--- src/rtl/alu_op_sequencer.sv ---
// Command-to-ALU sequencer: latches a command, pulses the active-low operand
// register loads, waits for the ALU to settle, then holds the result until consumed.
module alu_op_sequencer #(
  parameter int WIDTH         = 4,
  parameter int SETTLE_CYCLES = 1
) (
  input  logic             clk_i,
  input  logic             rst_i,
  input  logic             cmd_valid_i,
  output logic             cmd_ready_o,
  input  logic [WIDTH-1:0] cmd_op_a_i,
  input  logic [WIDTH-1:0] cmd_op_b_i,
  input  logic [1:0]       cmd_ctrl_i,
  output logic [WIDTH-1:0] op_a_o,
  output logic [WIDTH-1:0] op_b_o,
  output logic             en_reg_a_o,
  output logic             en_reg_b_o,
  output logic [1:0]       cntrl_alu_o,
  input  logic [WIDTH-1:0] alu_result_i,
  input  logic             alu_carry_i,
  output logic             rsp_valid_o,
  input  logic             rsp_ready_i,
  output logic [WIDTH-1:0] rsp_result_o,
  output logic             rsp_carry_o,
  output logic             busy_o,
  output logic [7:0]       txn_count_o
);

  localparam logic [1:0] S_IDLE = 2'd0;
  localparam logic [1:0] S_LOAD = 2'd1;
  localparam logic [1:0] S_EXEC = 2'd2;
  localparam logic [1:0] S_RESP = 2'd3;

  localparam logic [3:0] SETTLE_INIT = 4'(SETTLE_CYCLES - 1);

  logic [1:0]       r_state;
  logic [3:0]       r_settle;
  logic [WIDTH-1:0] r_op_a;
  logic [WIDTH-1:0] r_op_b;
  logic [1:0]       r_ctrl;
  logic [WIDTH-1:0] r_rsp_result;
  logic             r_rsp_carry;
  logic [7:0]       r_txn_count;

  logic w_in_idle;
  logic w_in_load;
  logic w_in_resp;

  always_ff @(posedge clk_i or posedge rst_i) begin
    if (rst_i) begin
      r_state      <= S_IDLE;
      r_settle     <= '0;
      r_op_a       <= '0;
      r_op_b       <= '0;
      r_ctrl       <= '0;
      r_rsp_result <= '0;
      r_rsp_carry  <= 1'b0;
      r_txn_count  <= '0;
    end else begin
      case (r_state)
        S_IDLE: begin
          if (cmd_valid_i) begin
            r_op_a  <= cmd_op_a_i;
            r_op_b  <= cmd_op_b_i;
            r_ctrl  <= cmd_ctrl_i;
            r_state <= S_LOAD;
          end
        end
        S_LOAD: begin
          r_settle <= SETTLE_INIT;
          r_state  <= S_EXEC;
        end
        S_EXEC: begin
          // Result is sampled on the edge the countdown reaches zero.
          if (r_settle == '0) begin
            r_rsp_result <= alu_result_i;
            r_rsp_carry  <= alu_carry_i;
            r_state      <= S_RESP;
          end else begin
            r_settle <= r_settle - 4'd1;
          end
        end
        S_RESP: begin
          if (rsp_ready_i) begin
            r_txn_count <= r_txn_count + 8'd1;
            r_state     <= S_IDLE;
          end
        end
        default: r_state <= S_IDLE;
      endcase
    end
  end

  // All outputs decode from registered state, so reset forces enables high.
  assign w_in_idle = (r_state == S_IDLE);
  assign w_in_load = (r_state == S_LOAD);
  assign w_in_resp = (r_state == S_RESP);

  assign cmd_ready_o  = w_in_idle;
  assign busy_o       = ~w_in_idle;
  assign en_reg_a_o   = ~w_in_load;
  assign en_reg_b_o   = ~w_in_load;
  assign rsp_valid_o  = w_in_resp;
  assign op_a_o       = r_op_a;
  assign op_b_o       = r_op_b;
  assign cntrl_alu_o  = r_ctrl;
  assign rsp_result_o = r_rsp_result;
  assign rsp_carry_o  = r_rsp_carry;
  assign txn_count_o  = r_txn_count;

endmodule

--- config.mk ---
export PLATFORM = sky130hd
export DESIGN_NAME = alu_op_sequencer
export DESIGN_NICKNAME = d
export VERILOG_FILES = /design/src/rtl/alu_op_sequencer.sv
export SDC_FILE = /design/constraint.sdc
export NUM_CORES = 1
export LEC_CHECK = 0
export BUFFER_PORTS_ARGS = -buffer_cell sky130_fd_sc_hd__clkbuf_2
export CAP_MARGIN = 40
export CORE_ASPECT_RATIO = 1.2
export CORE_MARGIN = 1.5
export CORE_UTILIZATION = 52
export CTS_CLUSTER_DIAMETER = 100
export DETAILED_ROUTE_END_ITERATION = 16
export GPL_TIMING_DRIVEN = 0
export PLACE_DENSITY_LB_ADDON = 0.15
export SLEW_MARGIN = 10
export SYNTH_ARGS = -nofsm -noshare
export SYNTH_HDL_FRONTEND = slang
export SYNTH_SLANG_ARGS = --single-unit
export TNS_END_PERCENT = 10
--- constraint.sdc ---
create_clock -name clk_i -period 4.54 [get_ports clk_i]
set_clock_uncertainty 0.05 [all_clocks]
set_input_delay 0.454 -clock clk_i [delete_from_list [all_inputs] [get_ports clk_i]]
set_output_delay 0.454 -clock clk_i [all_outputs]
set_load 0.03 [all_outputs]
* After elaboration in Yosys (flattened, before gate mapping)
Cells that the tools add are included.
** Storage, ports and cells
- Bits in registers :: 29
- Input port bits :: 19
- Output and inout port bits :: 28
- Logic and storage cells :: 33
** Cells by class
- Add/sub/neg operators :: 2
- Eq/ne operators :: 7
- Muxes and demuxes :: 6
- Bitwise gates (word level) :: 2
- Reduce and logical (&&, ||, !) cells :: 8
** Operators with widths (number)
- adder 8 x 1 -> 8 bit (second input constant) :: 1
- case mux 2 bit (4 select lines) :: 1
- case mux 4 bit (2 select lines) :: 1
- AND reduction 2 bit :: 4
- two-way mux 2 bit :: 3
- != test 2 bit (second input constant) :: 3
- == test 2 bit (second input constant) :: 2
- zero test 4 bit :: 1
- two-way mux 4 bit :: 1
- subtractor 4 x 1 -> 4 bit (second input constant) :: 1
- AND reduction 3 bit :: 1
- == test 2 x 1 -> 1 bit (second input constant) :: 1
- zero test 2 bit :: 1
- != test 2 x 1 -> 1 bit (second input constant) :: 1
- NOT 1 bit :: 2
- nonzero test 2 bit :: 1

* Longest topological paths before layout
Gate-level depths: netlist of the first run.
- Depth in word-level cells :: 3
- Mapped depth :: 5
- Gate-level depth less buffers :: 5

* Worst setup path after synthesis of the first run
Ideal clock, no wire load.
- Kind :: reg2reg
- Start point :: reg r_settle[0]
- End point :: reg r_state[1]
- Library setup time :: 0.125 ns
- Arrival time :: 1.561 ns
- Required time :: 4.365 ns
- Path slack :: 2.804 ns
- Cell stages (with the launch flop) :: 6
- Buffers on the path :: 0
- Period minus slack after synthesis :: 1.736 ns
- Path through :: dfrtp_1 -> inv_1 -> ha_1 -> or3b_4 -> a221oi_4 -> mux2_4
** Between the ends
- Cells in the longest elaborated chain, start to end :: 3
** RTL lines
- start, declared :: RTL line 37 : logic [3:0] r_settle;
- start signal, assigned :: RTL line 80 : r_settle <= r_settle - 4'd1;
- zero test 4 bit :: RTL line 75 : if (r_settle == '0) begin
- != test 2 bit (no line)
- AND reduction 3 bit (no line)
- end signal, assigned :: RTL line 71 : r_state <= S_EXEC;
- end signal, assigned :: RTL line 78 : r_state <= S_RESP;
- end signal, assigned :: RTL line 86 : r_state <= S_IDLE;
- end, declared :: RTL line 36 : logic [1:0] r_state;
No other way between the ends.
A chain may end at the register's enable or synchronous reset.

* Worst setup path in the final report of the first run
- Start point :: reg r_state[1]
- End point :: out en_reg_b_o
** Between the ends
- Cells in the longest elaborated chain, start to end :: 2
** RTL lines
- start signal, assigned :: RTL line 51 : r_state <= S_IDLE;
- start signal, assigned :: RTL line 66 : r_state <= S_LOAD;
- start signal, assigned :: RTL line 71
- == test 2 x 1 -> 1 bit :: RTL line 96 : assign w_in_load = (r_state == S_LOAD);
- NOT 1 bit :: RTL line 102 : assign en_reg_b_o = ~w_in_load;
- end, declared :: RTL line 17 : output logic en_reg_b_o,
No other way between the ends.

==> results.py, run 1 <==
metrics = {
    "critical_path": {
        "end_kind": "output pin",
        "crit_fanout": 4,
        "crit_arrival_ps": 1370,
        "crit_chain": "inv_1, ha_1, inv_1, buf_4, clkbuf_2",
        "start_kind": "flip-flop",
        "cp-startpoint": "r_state[1]$_DFFE_PP0P_",
        "criticalPathCategory": "reg -> out",
        "worst_path_most_repeated_cell": "inv_1",
        "worstPathRequired_ps": 4040,
        "slowest_delay_ps": 410,
        "reg2reg_from": "r_settle[0]$_DFFE_PP0P_",
        "critPathSlowestCell": "dfrtp_1",
    },
    "global_route": {
        "grt.busiest_layer": "met2",
        "met3_usage_pct": 6.345,
        "grt_pass1_wl_mm": 3.953,
        "grt.total_usage_pct": 18.53,
        "use_met1_pct": 21.00,
        "grt_max_degree": 19,
        "overflow": 0,
        "antenna_found_initial": 0,
        "met2_usage_pct": 32.05,
        "grt_pass1_vias": 952,
    },
    "layout": {
        "final_common_cell": "clkbuf_2",
        "n_antenna_cell": 0,
        "syn_to_final_growth_pct": 26.23,
        "nets": 180,
        "fillers": 181,
        "most-common-layout-cells": "clkbuf_2 (46), dfrtp_1 (29), mux2_2 (16)",
        "drive_above_1_share_pct": 49.68,
    },
    "synth": {
        "yosys_register_bits": 29,
        "ys_seq_area_share_pct": 54.72,
        "synth_area_um2": 1326,
        "yosysWarnings": 0,
        "netlist_instances": 100,
        "synth_fp_nets": 126,
        "syn_avg_cell_area_um2": 13.26,
        "netlist-cell-type-count": 26,
    },
    "clocking": {
        "hold_buffers": 0,
        "numCtsBuffers": 5,
        "h-tree-depth": 2,
        "cts_root_buffer": "clkbuf_4",
        "ctsResizeCount": 0,
        "path_clk_slew_ps": 100,
        "clock_latency_ps": 320,
        "cts_sinks": 29,
        "clock_path_buffers": 2,
        "postCtsSetupBuffers": 0,
        "cts_tree": "done",
    },
    "timing": {
        "slew_headroom_pct": 62.89,
        "period_minus_slack_ps": 1877,
        "finalSetupTns_ps": 0,
        "rsz0062_at_grt": "false",
        "drv_slew": 0,
        "tightest_slew_ps": 556.1,
        "clock.fmax_mhz": 532.8,
        "hold_viol_final": 0,
        "setup_viol": 0,
        "fin_crit_sh_pct": 41.34,
    },
    "floorplan": {
        "die_h_um": 58.32,
        "io_pins": 47,
        "die_width_um": 49.10,
        "dieArea_um2": 2864,
        "core-area_um2": 2354,
        "initial_core_util_pct": 56.35,
        "fp-row-count": 19,
    },
    "pwr": {
        "irDropWorstVdd_uv": 524.1,
        "leakage_nw": 0.8724,
        "p_per_area_nw_per_um2": 714.7,
        "power.total_mw": 1.196,
    },
    "detailed_routing": {
        "drc": 0,
        "drtPass1Iterations": 4,
        "routed_wl_mm": 2.309,
        "num_vias": 913,
        "ant_nets": 0,
        "drt-vias-per-instance": 4.909,
        "drtIter0Drc": 6,
        "wl_per_cell_um": 12.41,
    },
    "place": {
        "gp_congestion": 0.7646,
        "hpwl_mm": 1.821,
        "port-buffer-count": 46,
    },
    "flow_run": {
        "maxCapViolations": 0,
    },
    "hold_path": {
        "worstHoldPathType": "in -> async",
    },
    "status": {
        "outcome": "finished, final reports clean",
    },
}
## final timing paths
kind / to / slack [ps] / cells past startpoint
setup / recovery: en_reg_b_o / 2660 / 5
hold / removal: r_settle[3]$_DFFE_PP0P_ / 100 / 2
setup reg to reg: r_state[1]$_DFFE_PP0P_ / 2720 / 5
hold reg to reg: txn_count_o[7]$_DFFE_PP0P_ / 420 / 1
max in group asynchronous: cntrl_alu_o[1]$_DFFE_PP0P_ / 3850 / 3
min in group clk_i: cntrl_alu_o[0]$_DFFE_PP0P_ / 310 / 2
## metal layers
| metal | share of wire, % | vias to the layer above |
|---|---|---|
| met4 | 0.82 | 0 |
| met2 | 52 | 26 |
| met3 | 5.2 | 2 |
| met1 | 42 | 441 |
| li1 | - | 444 |
| met5 | 0 | - |
## kinds of logic (layout without fill, tap and decap cells)
group	Yosys count	in the layout	share of synthesized area, %
multiplexers	20	20	16.98
AO/OA/AOI/OAI	4	4	3.869
adder cells (fa/ha/maj)	7	7	6.603
AND/OR/NAND/NOR	22	22	9.812
flip-flops	29	29	54.72
XOR/XNOR	7	7	4.623
buffers and inverters	11	66	3.396
## area by class of cell
cell class | instances | area, µm² | area share [%]
buffer | 2 | 11.26 | 0.6726
timing repair buffer | 47 | 257.7 | 15.40
clock buffer | 6 | 41.29 | 2.466
tap | 31 | 38.79 | 2.317
inverter | 9 | 33.78 | 2.018
clock inverter | 2 | 10.01 | 0.5979
multi-input combinational | 60 | 555.5 | 33.18
sequential | 29 | 725.7 | 43.35
## where the power goes
group,switching [mW],internal [mW]
Combinational,0.385,0.240
Clock,0.0857,0.0589
Sequential,0.0695,0.358
## registers in the layout, indices dropped and copies added (netlist names)
| name | flops |
|---|---|
| txn_count_o | 8 |
| op_a_o | 4 |
| op_b_o | 4 |
| r_settle | 4 |
| rsp_result_o | 4 |
| cntrl_alu_o | 2 |
| r_state | 2 |
| rsp_carry_o | 1 |
## critical path: cells and delay by family (launching register included)
kind                       cells  cell delay, ps
buffers and inverters          4             440
DFF                            1             410
adders and majority gates      1             210
## cells in the mapped netlist, drive strengths merged
library cell / instances / area share (%)
dfrtp: 29 / 55
mux2: 17 / 15
inv: 9 / 2.5
ha: 7 / 6.6
nand2: 7 / 2.0
xnor2: 5 / 3.3
mux2i: 3 / 2.3
nand4: 3 / 1.4
and3: 2 / 0.94
nor2b: 2 / 0.94
xor2: 2 / 1.3
a221oi: 1 / 2.0
a31oi: 1 / 0.47
and2: 1 / 0.47
and4: 1 / 0.66
buf: 1 / 0.57
clkbuf: 1 / 0.28
nand2b: 1 / 0.47
nand3: 1 / 0.38
nor2: 1 / 0.85
nor3: 1 / 0.38
o211ai: 1 / 0.57
o32a: 1 / 0.85
or2: 1 / 0.47
or3b: 1 / 0.85
## per-stage QoR
step | hold slack [ps] | worst slack, ps | cells | cell area (µm²) | utilization (%)
global route | 127.6 | 2548 | 186 | 1674 | 71.13
floorplan | 418.2 | 2804 | 100 | 1326 | -
global placement | 407.8 | 2764 | 177 | 1595 | 67.78
finish | 100.8 | 2663 | 186 | 1674 | 71.13
CTS | 108.0 | 2628 | 186 | 1674 | 71.13
detailed placement | 409.8 | 2736 | 178 | 1623 | 68.95
Note: power is estimated with default switching activity, not from simulation.
==> run 2: changes to the inputs <==
--- a/config.mk
+++ b/config.mk
@@ -5,11 +5,12 @@
 export SDC_FILE = /design/constraint.sdc
 export NUM_CORES = 1
 export LEC_CHECK = 0
+export ABC_AREA = 1
 export BUFFER_PORTS_ARGS = -buffer_cell sky130_fd_sc_hd__clkbuf_2
 export CAP_MARGIN = 40
 export CORE_ASPECT_RATIO = 1.2
 export CORE_MARGIN = 1.5
-export CORE_UTILIZATION = 52
+export CORE_UTILIZATION = 49
 export CTS_CLUSTER_DIAMETER = 100
 export DETAILED_ROUTE_END_ITERATION = 16
 export GPL_TIMING_DRIVEN = 0
==> constraint.sdc (replaced) <==
create_clock -name clk_i -period 1.78 [get_ports clk_i]
set_clock_uncertainty 0.05 [all_clocks]
set_input_delay 0.178 -clock clk_i [delete_from_list [all_inputs] [get_ports clk_i]]
set_output_delay 0.178 -clock clk_i [all_outputs]
set_load 0.03 [all_outputs]
==> results.py, run 2 <==
metrics = {
    "status": {
        "outcome": "finished, final reports clean",
    },
    "critical_path": {
        "slowest_delay_ps": 420,
        "r2r-end": "op_a_o[0]$_DFFE_PP0P_",
        "start_kind": "flip-flop",
        "cp.depth": 3,
        "setup.worst_path.end": "cmd_ready_o",
        "reg2reg_from": "r_state[0]$_DFFE_PP0P_",
        "crit_chain": "inv_1, ha_1, clkbuf_2",
        "r2r_slack_ps": 350,
        "worstPathRequired_ps": 1550,
        "crit_arrival_ps": 1370,
        "critPathSlowestCell": "dfrtp_1",
        "crit_fanout": 5,
        "ff2ff_path_depth": 4,
        "criticalPathCategory": "reg -> out",
        "path_buf_inv": 2,
        "cp-startpoint": "r_state[1]$_DFFE_PP0P_",
        "crit_family": "flip-flops",
        "end_kind": "output pin",
    },
    "clocking": {
        "clock_path_buffers": 2,
        "postCtsSetupBuffers": 0,
        "ctsResizeCount": 0,
        "hold_buffers": 1,
        "numCtsBuffers": 5,
        "clock_latency_ps": 330,
        "cts_tree": "done",
        "path_clk_slew_ps": 80,
        "cts_root_buffer": "clkbuf_4",
        "h-tree-depth": 2,
        "cts_sinks": 29,
    },
    "timing": {
        "hold_viol_final": 0,
        "slew_headroom_pct": 74.43,
        "fin_crit_sh_pct": 89.82,
        "setup_viol": 0,
        "finalSetupTns_ps": 0,
        "drv_slew": 0,
        "rsz0062_at_grt": "false",
        "clock.fmax_mhz": 625.4,
        "period_minus_slack_ps": 1599,
        "tightest_slew_ps": 383.1,
    },
    "global_route": {
        "overflow": 0,
        "grt_pass1_wl_mm": 4.002,
        "antenna_found_initial": 0,
        "grt.total_usage_pct": 17.91,
        "grt_pass1_vias": 951,
        "grt_max_degree": 23,
    },
    "place": {
        "hpwl_mm": 2.004,
        "dp_cells": 226,
        "port-buffer-count": 46,
        "gp_congestion": 0.6848,
    },
    "pwr": {
        "seqPwrFrac_pct": 34.8,
        "switchingPower_mw": 1.443,
        "p_per_area_nw_per_um2": 1757,
        "leakage_nw": 1.005,
        "p_int_mw": 1.665,
        "pwr-share-comb_pct": 52.5,
        "switching_share_pct": 46.42,
        "power.total_mw": 3.108,
        "irDropWorstVdd_uv": 1237,
        "p_clk_share_pct": 12.7,
    },
    "floorplan": {
        "die_h_um": 61.64,
        "core-area_um2": 2759,
        "die_width_um": 51.86,
        "initial_core_util_pct": 50.88,
        "io_pins": 47,
        "fp-row-count": 21,
        "dieArea_um2": 3196,
    },
    "synth": {
        "async_flop_share_pct": 100.0,
        "netlist-cell-type-count": 18,
        "synthSimpleGateAreaFrac_pct": 19.79,
        "synth_compound_area_share_pct": 3.743,
        "yosysWarnings": 0,
        "synthTopCellsByArea": "dfrtp_1 (52%), nand2_1 (12%), mux2_2 (8.8%)",
        "synth_top_family_by_area": "simple AND/OR/NAND/NOR gates",
        "ys_seq_area_share_pct": 51.69,
        "synth_fa_ha_area_share_pct": 6.239,
        "synth_area_um2": 1404,
        "syn_avg_cell_area_um2": 9.682,
        "synth-xor-area-share_pct": 2.496,
        "synth_most_common_cell": "nand2_1",
        "synth_fp_nets": 171,
        "yosys_register_bits": 29,
        "netlist_instances": 145,
        "yosys.area.top_type_share_pct": 51.69,
        "synth_area_leader_cell": "dfrtp_1",
        "synthMuxAreaShare_pct": 8.824,
        "synthTopCellsByCount": "nand2_1 (44), dfrtp_1 (29), inv_1 (22)",
        "synth_edf_count": 0,
        "ys.flop_type": "dfrtp_1",
    },
    "layout": {
        "layout.cells.non_filler": 234,
        "largest_reg_flops": 8,
        "final_common_cell": "clkbuf_2",
        "n_antenna_cell": 0,
        "most-common-layout-cells": "clkbuf_2 (46), nand2_1 (44), dfrtp_1 (29)",
        "nets": 226,
        "syn_to_final_growth_pct": 26.03,
        "drive_above_1_share_pct": 38.00,
    },
    "hold_path": {
        "min_path_cells": 3,
        "worstHoldPathType": "in -> reg",
    },
    "flow_run": {
        "maxCapViolations": 0,
    },
    "detailed_routing": {
        "wl_per_cell_um": 10.50,
        "drtPass1Iterations": 4,
        "dr_wl_met2_mm": 1.222,
        "highest-signal-layer": "met4",
        "num_vias": 1075,
        "drc": 0,
        "routed_wl_mm": 2.456,
        "drt-vias-per-instance": 4.594,
        "drtIter0Drc": 14,
        "ant_nets": 0,
        "wl_met3_um": 162,
        "wl_met1_mm": 1.012,
    },
}
==> run 2: how the worst min path moves through the flow <==
stage / slack [ps] / from / endpoint
after floorplan: 210 / rst_i / cntrl_alu_o[0]$_DFFE_PP0P_
after global placement: 360 / alu_result_i[2] / rsp_result_o[2]$_DFFE_PP0P_
after detailed placement: 100 / rst_i / rsp_result_o[1]$_DFFE_PP0P_
after CTS: 4 / alu_result_i[1] / rsp_result_o[1]$_DFFE_PP0P_
after global routing: 10 / alu_result_i[1] / rsp_result_o[1]$_DFFE_PP0P_
final: 20 / alu_result_i[1] / rsp_result_o[1]$_DFFE_PP0P_
==> run 2: area by class of cell <==
type | count | area [µm²]
Multi-Input combinational cell | 92 | 576.8
Buffer | 2 | 18.77
Sequential cell | 29 | 725.7
Clock buffer | 7 | 55.05
Timing Repair Buffer | 48 | 267.8
Fill cell | 255 | 989.7
Tap cell | 34 | 42.54
Inverter | 22 | 82.58
==> run 2: through the flow <==
| stage | setup slack (ps) | hold slack (ps) | util (%) | cell area (µm²) |
|---|---|---|---|---|
| floorplan | 274.8 | 206.1 | - | 1404 |
| global placement | 389.1 | 358.8 | 60.77 | 1677 |
| detailed placement | 352.1 | 100.2 | 61.77 | 1704 |
| CTS | 145.2 | 3.937 | 64.13 | 1769 |
| global route | 75.38 | 11.48 | 64.13 | 1769 |
| finish | 181.1 | 21.69 | 64.13 | 1769 |
==> run 2: power groups by stage <==
stage               combinational (mW)  clock (mW)  sequential [mW]
floorplan                        0.771           0             1.53
global placement                  1.61           0             1.08
detailed placement                1.65           0             1.10
CTS                               1.66       0.420             1.09
global route                      1.76       0.446             1.13
finish                            1.63       0.395             1.08
==> run 2: cells by family after synthesis <==
family,after synthesis
AOI/OAI and AO/OA,6
xor gates and xnor gates,4
adders and majority gates,7
buffers and inverters,24
DFF,29
muxes,11
and+or+nand+nor,64
==> run 2: worst reg2reg max path, cell delays in order, from the launching register on <==
cell and delay (ps):
dfrtp_1 400, inv_1 80, ha_1 280, nand2_4 160, mux2_2 350
==> run 2: metal layers <==
layer,vias up,track usage (%)
li1,555,-
met1,476,19.50
met2,39,29.66
met3,5,7.282
met4,0,10.15
met5,-,0
==> run 3: changes to the inputs <==
--- a/config.mk
+++ b/config.mk
@@ -15,6 +15,7 @@
 export DETAILED_ROUTE_END_ITERATION = 16
 export GPL_TIMING_DRIVEN = 0
 export PLACE_DENSITY_LB_ADDON = 0.15
+export RECOVER_POWER = 25
 export SLEW_MARGIN = 10
 export SYNTH_ARGS = -nofsm -noshare
 export SYNTH_HDL_FRONTEND = slang
==> results.py, run 3 (synthesis gave the netlist of run 2 again) <==
metrics = {
    "layout": {
        "largest_reg_flops": 8,
        "n_antenna_cell": 0,
        "final_common_cell": "clkbuf_2",
        "syn_to_final_growth_pct": 24.42,
        "drive_above_1_share_pct": 38.00,
        "nets": 226,
        "most-common-layout-cells": "clkbuf_2 (47), nand2_1 (44), dfrtp_1 (29)",
        "fin_util_pct": 63.31,
    },
    "timing": {
        "rsz0062_at_grt": "false",
        "finalSetupTns_ps": 0,
        "tightest_slew_ps": 519.5,
        "drv_slew": 0,
        "setup_viol": 0,
        "slew_headroom_pct": 65.37,
        "period_minus_slack_ps": 1599,
        "fin_crit_sh_pct": 89.85,
        "whs_ps": 20.17,
        "clock.fmax_mhz": 625.3,
        "hold_viol_final": 0,
    },
    "pwr": {
        "switching_share_pct": 46.49,
        "switchingPower_mw": 1.442,
        "p_clk_share_pct": 12.8,
        "leakage_nw": 0.9962,
        "pwr-share-comb_pct": 52.4,
        "p_int_mw": 1.660,
        "irDropWorstVdd_uv": 1237,
        "p_per_area_nw_per_um2": 1776,
        "seqPwrFrac_pct": 34.9,
    },
    "critical_path": {
        "worstPathRequired_ps": 1550,
        "crit_arrival_ps": 1370,
        "path_buf_inv": 2,
        "crit_chain": "inv_1, ha_1, clkbuf_2",
        "end_kind": "output pin",
        "criticalPathCategory": "reg -> out",
        "r2r_slack_ps": 350,
        "crit_fanout": 5,
        "cp.depth": 3,
        "critPathSlowestCell": "dfrtp_1",
        "start_kind": "flip-flop",
        "crit_family": "flip-flops",
        "slowest_delay_ps": 420,
        "ff2ff_path_depth": 4,
    },
    "detailed_routing": {
        "ant_nets": 0,
        "drtPass1Iterations": 4,
        "num_vias": 1074,
        "drt-vias-per-instance": 4.590,
        "wl_per_cell_um": 10.50,
        "drc": 0,
        "drtIter0Drc": 15,
        "routed_wl_mm": 2.456,
    },
    "global_route": {
        "antenna_found_initial": 0,
        "grt_pass1_vias": 951,
        "grt_max_degree": 23,
        "overflow": 0,
        "grt.busiest_layer": "met2",
        "met2_usage_pct": 29.66,
        "met3_usage_pct": 7.282,
        "use_met1_pct": 19.50,
        "grt_pass1_wl_mm": 4.002,
        "grt.total_usage_pct": 17.91,
    },
    "clocking": {
        "cts_sinks": 29,
        "h-tree-depth": 2,
        "clock_latency_ps": 330,
        "clock_path_buffers": 2,
        "numCtsBuffers": 5,
        "path_clk_slew_ps": 80,
        "cts_root_buffer": "clkbuf_4",
        "cts_tree": "done",
    },
    "hold_path": {
        "worstHoldPathType": "in -> reg",
        "min_path_cells": 3,
    },
    "floorplan": {
        "dieArea_um2": 3196,
        "io_pins": 47,
        "initial_core_util_pct": 50.88,
        "die_h_um": 61.64,
        "fp-row-count": 21,
        "die_width_um": 51.86,
        "core-area_um2": 2759,
    },
    "status": {
        "outcome": "finished, final reports clean",
    },
    "place": {
        "hpwl_mm": 2.004,
        "port-buffer-count": 46,
        "gp_congestion": 0.6848,
    },
    "flow_run": {
        "maxCapViolations": 0,
    },
}
[run 3: worst min-delay path, cell delays in order]
cell,delay (ps)
clkbuf_2,80
inv_1,50
o21ai_2,50
[run 3: metrics by stage]
step	setup slack [ps]	cell area [µm²]	instances	total power, mW
after floorplan	274.8	1404	145	2.298
after global placement	389.1	1677	225	2.682
after detailed placement	352.1	1704	226	2.752
after CTS	145.2	1769	234	3.164
after global routing	75.38	1747	234	3.326
final	180.7	1747	234	3.102
[run 3: worst paths after layout]
kind | startpoint | to
max in group asynchronous | rst_i | op_a_o[2]$_DFFE_PP0P_
min reg2reg | r_settle[0]$_DFFE_PP0P_ | r_settle[0]$_DFFE_PP0P_
min | alu_result_i[1] | rsp_result_o[1]$_DFFE_PP0P_
max reg2reg | r_state[0]$_DFFE_PP0P_ | op_a_o[0]$_DFFE_PP0P_
min in group asynchronous | rst_i | rsp_carry_o$_DFFE_PP0P_
max | r_state[1]$_DFFE_PP0P_ | cmd_ready_o
[run 3: power groups by stage]
stage	Clock (mW)	Combinational, mW	Sequential (mW)
after global routing	0.446	1.76	1.12
after detailed placement	0	1.65	1.10
after floorplan	0	0.771	1.53
after global placement	0	1.61	1.08
after CTS	0.420	1.66	1.09
final	0.396	1.62	1.08
[run 3: repair_timing]
action / in CTS / in global routing
hold buffers: 1 / 0
gates resized for setup: 0 / 0
hold endpoints to repair: 7 / 0
setup buffers: 0 / 0
[run 3: final cells by class]
| type | count | area, µm² |
|---|---|---|
| Buffer | 2 | 18.77 |
| Fill cell | 258 | 1012 |
| Timing Repair Buffer | 48 | 245.2 |
| Inverter | 22 | 82.58 |
| Multi-Input combinational cell | 92 | 576.8 |
| Clock buffer | 7 | 55.05 |
| Sequential cell | 29 | 725.7 |
| Tap cell | 34 | 42.54 |
[run 3: per-layer routing]
metal,part of all wire [%],vias to the layer above
met5,0,-
met4,2.4,0
met3,6.6,5
met2,50,39
met1,41,475
li1,-,555
